**config.mk**
```make
export PLATFORM = sky130hd
export DESIGN_NAME = servo_ramp
export DESIGN_NICKNAME = d
export VERILOG_FILES = /design/src/rtl/servo_ramp.sv
export SDC_FILE = /design/constraint.sdc
export NUM_CORES = 1
export LEC_CHECK = 0
export BUFFER_PORTS_ARGS = -buffer_cell sky130_fd_sc_hd__buf_2
export CAP_MARGIN = 0
export CORE_MARGIN = 5
export CORE_UTILIZATION = 60
export CTS_CLUSTER_DIAMETER = 80
export CTS_CLUSTER_SIZE = 16
export DETAILED_ROUTE_END_ITERATION = 12
export PLACE_DENSITY = 0.8
export SYNTH_ARGS = -nofsm -noshare
export SYNTH_HDL_FRONTEND = slang
export SYNTH_SLANG_ARGS = --single-unit
```
**constraint.sdc**
```tcl
create_clock -name clk_i -period 5.3 [get_ports clk_i]
set_clock_uncertainty 0.05 [all_clocks]
set_input_delay 0.795 -clock clk_i [delete_from_list [all_inputs] [get_ports clk_i]]
set_output_delay 0.795 -clock clk_i [all_outputs]
set_load 0.05 [all_outputs]
```
**src/rtl/servo_ramp.sv**
```systemverilog
// servo_ramp: single-channel hobby-servo PWM driver.
// An internal position slews toward the clamped commanded position by STEP
// counts on each rising edge of the slow tick SLK. The PWM high time for a
// frame is latched at the frame start (COUNT == 0) as MIN_PULSE + position.
// FLAG reports that the position has reached the clamped target.
module servo_ramp #(
  parameter int unsigned MIN_PULSE = 50000,
  parameter int unsigned MAX_POS   = 200000,
  parameter int unsigned INIT_POS  = 0,
  parameter int unsigned STEP      = 1
) (
  input  logic        clk_i,
  input  logic        rst_n_i,
  input  logic        slk_i,
  input  logic [27:0] count_i,
  input  logic [19:0] desired_i,
  output logic        pwm_o,
  output logic        flag_o
);

  localparam logic [19:0] MAX_POS_C   = 20'(MAX_POS);
  localparam logic [19:0] INIT_POS_C  = 20'(INIT_POS);
  localparam logic [19:0] STEP_C      = 20'(STEP);
  localparam logic [20:0] MIN_PULSE_C = 21'(MIN_PULSE);
  localparam logic [20:0] INIT_WIDTH_C = MIN_PULSE_C + {1'b0, INIT_POS_C};

  // One slew step toward the target, limited so it can never overshoot.
  function automatic logic [19:0] slew_pos(input logic [19:0] pos,
                                           input logic [19:0] tgt);
    logic [19:0] gap;
    logic [19:0] res;
    gap = 20'd0;
    res = pos;
    if (pos < tgt) begin
      gap = tgt - pos;
      res = (gap < STEP_C) ? tgt : (pos + STEP_C);
    end else if (pos > tgt) begin
      gap = pos - tgt;
      res = (gap < STEP_C) ? tgt : (pos - STEP_C);
    end else begin
      res = pos;
    end
    return res;
  endfunction

  logic        slk_q;
  logic        slk_d;
  logic [19:0] pos_q;
  logic [19:0] pos_d;
  logic [20:0] width_q;
  logic [20:0] width_d;
  logic        pwm_q;
  logic        pwm_d;
  logic        flag_q;
  logic        flag_d;
  logic        tick_s;
  logic [19:0] tgt_s;

  // Next-state logic: tick detect, target clamp, slew, width latch, outputs.
  always_comb begin
    tgt_s   = (desired_i > MAX_POS_C) ? MAX_POS_C : desired_i;
    tick_s  = slk_i & ~slk_q;
    slk_d   = slk_i;
    pos_d   = pos_q;
    width_d = width_q;
    if (tick_s) begin
      pos_d = slew_pos(pos_q, tgt_s);
    end else begin
      pos_d = pos_q;
    end
    // Frame start latches the pre-update position so the width is frame-stable.
    if (count_i == 28'd0) begin
      width_d = MIN_PULSE_C + {1'b0, pos_q};
    end else begin
      width_d = width_q;
    end
    pwm_d  = (count_i < {7'd0, width_q});
    flag_d = (pos_q == tgt_s);
  end

  // State and registered outputs; reset cuts off any pulse immediately.
  always_ff @(posedge clk_i or negedge rst_n_i) begin
    if (!rst_n_i) begin
      slk_q   <= 1'b0;
      pos_q   <= INIT_POS_C;
      width_q <= INIT_WIDTH_C;
      pwm_q   <= 1'b0;
      flag_q  <= 1'b0;
    end else begin
      slk_q   <= slk_d;
      pos_q   <= pos_d;
      width_q <= width_d;
      pwm_q   <= pwm_d;
      flag_q  <= flag_d;
    end
  end

  assign pwm_o  = pwm_q;
  assign flag_o = flag_q;

endmodule

```
## After elaboration in Yosys (flattened, before gate mapping)

Cells that the tools add are included.
W data, S select, Z words.

- Output and inout bits: 2
- Flip-flop bits (word level): 44
- Input bits: 51
- Word-level logic and storage cells: 27

- Equal/unequal tests: 1
- Add/sub/neg operators: 5
- Order comparisons: 6
- Bitwise logic cells: 2
- Reductions and logical operators: 3
- Muxes and demuxes: 5

Operators by type and width:

| kind | number |
|---|---|
| $mux W20 | 5 |
| $lt A20 B1 Y1 const B | 2 |
| $sub A20 B20 Y20 | 2 |
| $logic_not A28 Y1 | 1 |
| $lt A28 B21 Y1 | 1 |
| $add A16 B20 Y21 const A | 1 |
| $add A20 B1 Y20 const B | 1 |
| $eq A20 B20 Y1 | 1 |
| $gt A20 B18 Y1 const B | 1 |
| $gt A20 B20 Y1 | 1 |
| $lt A20 B20 Y1 | 1 |
| $sub A20 B1 Y20 const B | 1 |
| $reduce_and A2 Y1 | 1 |
| $reduce_bool A2 Y1 | 1 |
| $and A1 B1 Y1 | 1 |
| $not A1 Y1 | 1 |

## Logic depth before layout (Yosys ltp)

- Depth in word-level cells: 7
- Mapped depth: 21
- Depth with buffers taken out: 18

## Worst setup path before layout

No wires, ideal clock.

- Path kind: input -> register
- Start point: in desired_i[0]
- End point: reg pos_q[8]
- Arrival time: 5432 ps
- Path buffers: 2
- Slack: -309 ps
- Library setup time: 126 ps
- Data required time: 5124 ps
- Stages on the path: 20
- Path through: or4_4 -> nor4_4 -> o21ai_0 -> nand2_1 -> clkbuf_1 -> nand2_1 -> ha_1 -> inv_1 -> fa_1 -> a21o_1 -> nand4_1 -> a31oi_1 -> mux2_2 -> a21o_1 -> or4b_1 -> nor4_1 -> buf_2 -> o31ai_1 -> a22o_1 -> a311o_1

- Cells in the longest elaborated chain, start to end: 7
- Elaborated cells on any way between the ends: 14
- Classes of those cells: add/sub: 2; order compare: 5; mux: 5; reduce/logical: 2

RTL lines:

| what | RTL line | source |
|---|---|---|
| start, declared | 16 | `input logic [19:0] desired_i,` |
| $gt A20 B18 Y1 | 61 | `tgt_s = (desired_i > MAX_POS_C) ? MAX_POS_C : desired_i;` |
| $mux W20 (*) | 61 |  |
| $sub A20 B20 Y20 | 38 | `gap = pos - tgt;` |
| $lt A20 B1 Y1 | 39 | `res = (gap < STEP_C) ? tgt : (pos - STEP_C);` |
| $mux W20 | 39 |  |
| $mux W20 | 37 | `end else if (pos > tgt) begin` |
| $mux W20 | 34 | `if (pos < tgt) begin` |
| end signal, assigned | 91 | `pos_q <= pos_d;` |
| end, declared | 48 | `logic [19:0] pos_q;` |

Every way passes the cells marked *; elsewhere a longest branch is shown, timed or not. The select of a mux whose other input is x is not followed.
A chain may end at the register's enable or synchronous reset.

## Worst setup path after layout

Same ends and word-level chain as after synthesis.

==> out/metrics.yaml <==
logic_synthesis:
  postSynthAreaPerCell_um2: 7.248
  ys_ff_latch: 44
  syn_inst: 904
  async_flop_share_pct: 100.0
  ys_types: 74
  yosys_warnings: 0
  synth_area_um2: 6553
  synth_edf_count: 0
  yosysSeqAreaShare_pct: 16.92
  synth_ff_type: "dfrtp_1"
global_routing:
  first_global_vias: 7136
  grt_overflow: 0
  antenna_found_initial: 0
  grt_max_degree: 45
  grt_pass1_wl_um: 35450
  grt.total_usage_pct: 33.52
clock_network:
  clk_pin_slew_worst_paths_ns: 0.09
  cts_tree: "done"
  cts.path.max_buffers: 2
  holdBufCountCts: 0
  clkLatencyLatePin_ns: 0.31
  root_buffer: "clkbuf_8"
  cts.htree.levels: 2
  cts_made_buffers: 5
  cts_sinks: 44
critical_path:
  critPathLaunch: "desired_i[0]"
  slowest_delay_ns: 0.54
  cp_max_fo: 7
  critPathLaunchType: "input port"
  arrival_ns: 5.35
  cp_slowest_cell: "or4_4"
  path_depth: 21
  worstSetupPathType: "input port to flip-flop"
  critPathBufInv: 4
  rr_startpoint: "pos_q[2]$_DFFE_PN0P_"
  critical_path_required_ns: 5.45
  reg2regPathDepth: 14
  path_cells: "buf_2, or4_4, nor4_4, o21ai_1, nand2_1, buf_4, nand2_1, ha_2, inv_1, fa_2, a21o_1, nand4_1, a31oi_4, mux2_4, a21o_1, or4b_4, nor4_4, buf_6, o31ai_1, a22o_1, a311o_1"
  cp_top_family: "simple AND/OR/NAND/NOR gates"
  cp-end-kind: "flip-flop"
cells_and_area:
  drive_above_1_share_pct: 23.67
  nNetsFinal: 1168
  multi_input_area_um2: 5115
  n_antenna_cell: 0
  seqCellArea_um2: 1109
  areaGrowthSynthToFinish_pct: 24.42
  fin_area_um2: 8153
  fill_cells: 848
floorplanning:
  die_height_um: 114.5
  ioPinCount: 53
  die_area_um2: 13110
  rows: 38
  core_um2: 10790
  start_util_pct: 60.71
  die_w_um: 114.5
placement:
  place_congestion: 0.9823
  dp_hpwl_um: 18020
  portBuffers: 52
  dpl_cell_area_um2: 7943
drt:
  vias: 7663
  routed_wl_um: 22310
  post_drt_via_cell_ratio: 6.407
  drtAntennaViolNets: 0
  drtIter0Drc: 837
  drtPass1Iterations: 5
  drc: 0
  routedWlPerCell_um: 18.65
sta:
  worst_pin_slew_ns: 1.032
  rsz0062_at_grt: "yes"
  slew_headroom_pct: 31.20
  whs_ns: 0.4571
  max_freq_mhz: 192.3
  finalCriticalPeriod_ns: 5.200
  fin_setup_tns_ns: 0
  hold_viol: 0
  slew_viol_final: 0
  period_share_pct: 98.12
  setup_viol: 0
pwr:
  power_density_nw_per_um2: 438.8
  leakage_uw: 0.003760
  power_uw: 3577
  peakVddDrop_v: 0.0003101
min_path:
  hp-start: "width_q[15]$_DFFE_PN1N_"
  worstHoldPathCells: 2
  hold_class: "flip-flop to flip-flop"
status:
  status: "complete, no violations"
job:
  max-cap-violations: 0
-- registers in the layout, summed over array words and instances (netlist names) --
| signal | cells |
|---|---|
| width_q | 21 |
| pos_q | 20 |
| slk_q | 1 |
| flag_o | 1 |
| pwm_o | 1 |
-- report_power, final --
group	switching, µW	leakage (µW)	total [µW]	internal (µW)
registers	162	0.000516	557	396
logic	1530	0.00318	2730	1200
clock network	133	0.0000614	287	154
-- path summary, 6_finish.rpt --
kind / to / slack, ns
max in group asynchronous: pos_q[17]$_DFFE_PN0P_ / 3.96
worst max register to register: pos_q[8]$_DFFE_PN0P_ / 1.14
worst min-delay path: width_q[15]$_DFFE_PN1N_ / 0.46
worst min register to register: width_q[15]$_DFFE_PN1N_ / 0.46
worst max-delay path: pos_q[8]$_DFFE_PN0P_ / 0.1
min in group asynchronous: width_q[16]$_DFFE_PN0N_ / 0.60
-- placed cells by master, fill, tap and decap left out, types with 11 or more instances in the layout --
| cell | n |
|---|---|
| nor2_1 | 71 |
| nor4_1 | 14 |
| nand2_1 | 88 |
| mux2i_1 | 24 |
| nand4_1 | 15 |
| nand2b_1 | 11 |
| a21o_1 | 26 |
| o211ai_1 | 16 |
| ha_1 | 57 |
| xnor2_1 | 30 |
| nand3_1 | 38 |
| a21oi_1 | 52 |
| o21ai_0 | 49 |
| nor3_1 | 32 |
| a31oi_1 | 14 |
| inv_1 | 68 |
| buf_4 | 137 |
| dfrtp_1 | 38 |
| or3_1 | 13 |
| buf_2 | 52 |
-- synthesized netlist by cell type, drive strengths merged, types with 6 or more instances --
cell / n / share of area (%)
nand2: 89 / 5.1
nor2: 72 / 4.1
inv: 69 / 4.0
ha: 61 / 12
a21oi: 54 / 4.1
o21ai: 53 / 4.1
clkbuf: 40 / 2.3
dfrtp: 38 / 15
nand3: 38 / 2.9
nor3: 33 / 2.5
xnor2: 30 / 4.0
a21o: 26 / 3.0
mux2i: 24 / 3.7
nor4: 18 / 2.3
o211ai: 16 / 1.8
a31oi: 15 / 1.4
nand4: 15 / 1.4
or3: 13 / 1.2
buf: 12 / 0.95
nand2b: 11 / 1.1
nor2b: 11 / 1.1
a211oi: 9 / 1.0
and3: 9 / 0.86
o31ai: 9 / 1.0
a22oi: 8 / 0.92
o2111ai: 8 / 1.1
o21a: 8 / 0.92
or4: 7 / 0.86
a2111oi: 6 / 0.80
dfstp: 6 / 2.4
mux2: 6 / 1.0
-- what timing repair did --
action | CTS | global route
pin swaps | 0 | 7
setup endpoints to repair | 2 | 20
resized for setup | 3 | 19
buffers inserted | 0 | 2
-- metrics by stage --
| step | util [%] | setup WS (ns) | std cells |
|---|---|---|---|
| floorplan | - | 0.001496 | 905 |
| CTS | 74.75 | 0.01360 | 1194 |
| global route | 75.54 | -0.04326 | 1196 |
| global placement | 73.59 | -0.1590 | 1186 |
| detailed placement | 73.59 | -0.3346 | 1186 |
| finish | 75.54 | 0.09983 | 1196 |
-- kinds of logic after synthesis --
family / share of synthesized area, %
and+or+nand+nor: 26.75
muxes: 4.697
other: 0.1146
adders and majority gates: 11.95
DFF: 16.92
buffers and inverters: 7.199
xor gates and xnor gates: 4.678
AOI/OAI and AO/OA: 27.69
-- routing by layer --
metal / up-vias / GRT usage [%] / routed length [µm]
met2: 396 / 54.83 / 10200
met5: - / 0 / 0
met1: 3592 / 46.14 / 9708
li1: 3628 / - / -
met3: 47 / 5.708 / 1948
met4: 0 / 7.838 / 446
-- final cells by class --
type                            count  share of cell area [%]
Timing Repair Buffer              195                   16.85
Tap cell                          140                   2.149
Sequential cell                    44                   13.60
Clock inverter                      2                  0.4758
Inverter                           69                   3.177
Clock buffer                        6                   1.013
Multi-Input combinational cell    740                   62.74
-- worst reg2reg max path, cell delays in order, from the launching register on --
cell and delay (ns):
dfrtp_1 0.55, inv_1 0.14, ha_1 0.42, buf_4 0.19, a21o_1 0.13, nand4_1 0.16, a31oi_4 0.37, mux2_4 0.34
a21o_1 0.15, or4b_4 0.54, nor4_4 0.17, buf_6 0.18, o31ai_1 0.09, a22o_1 0.24, a311o_1 0.32
No activity file was read; power rests on OpenSTA's default activity.
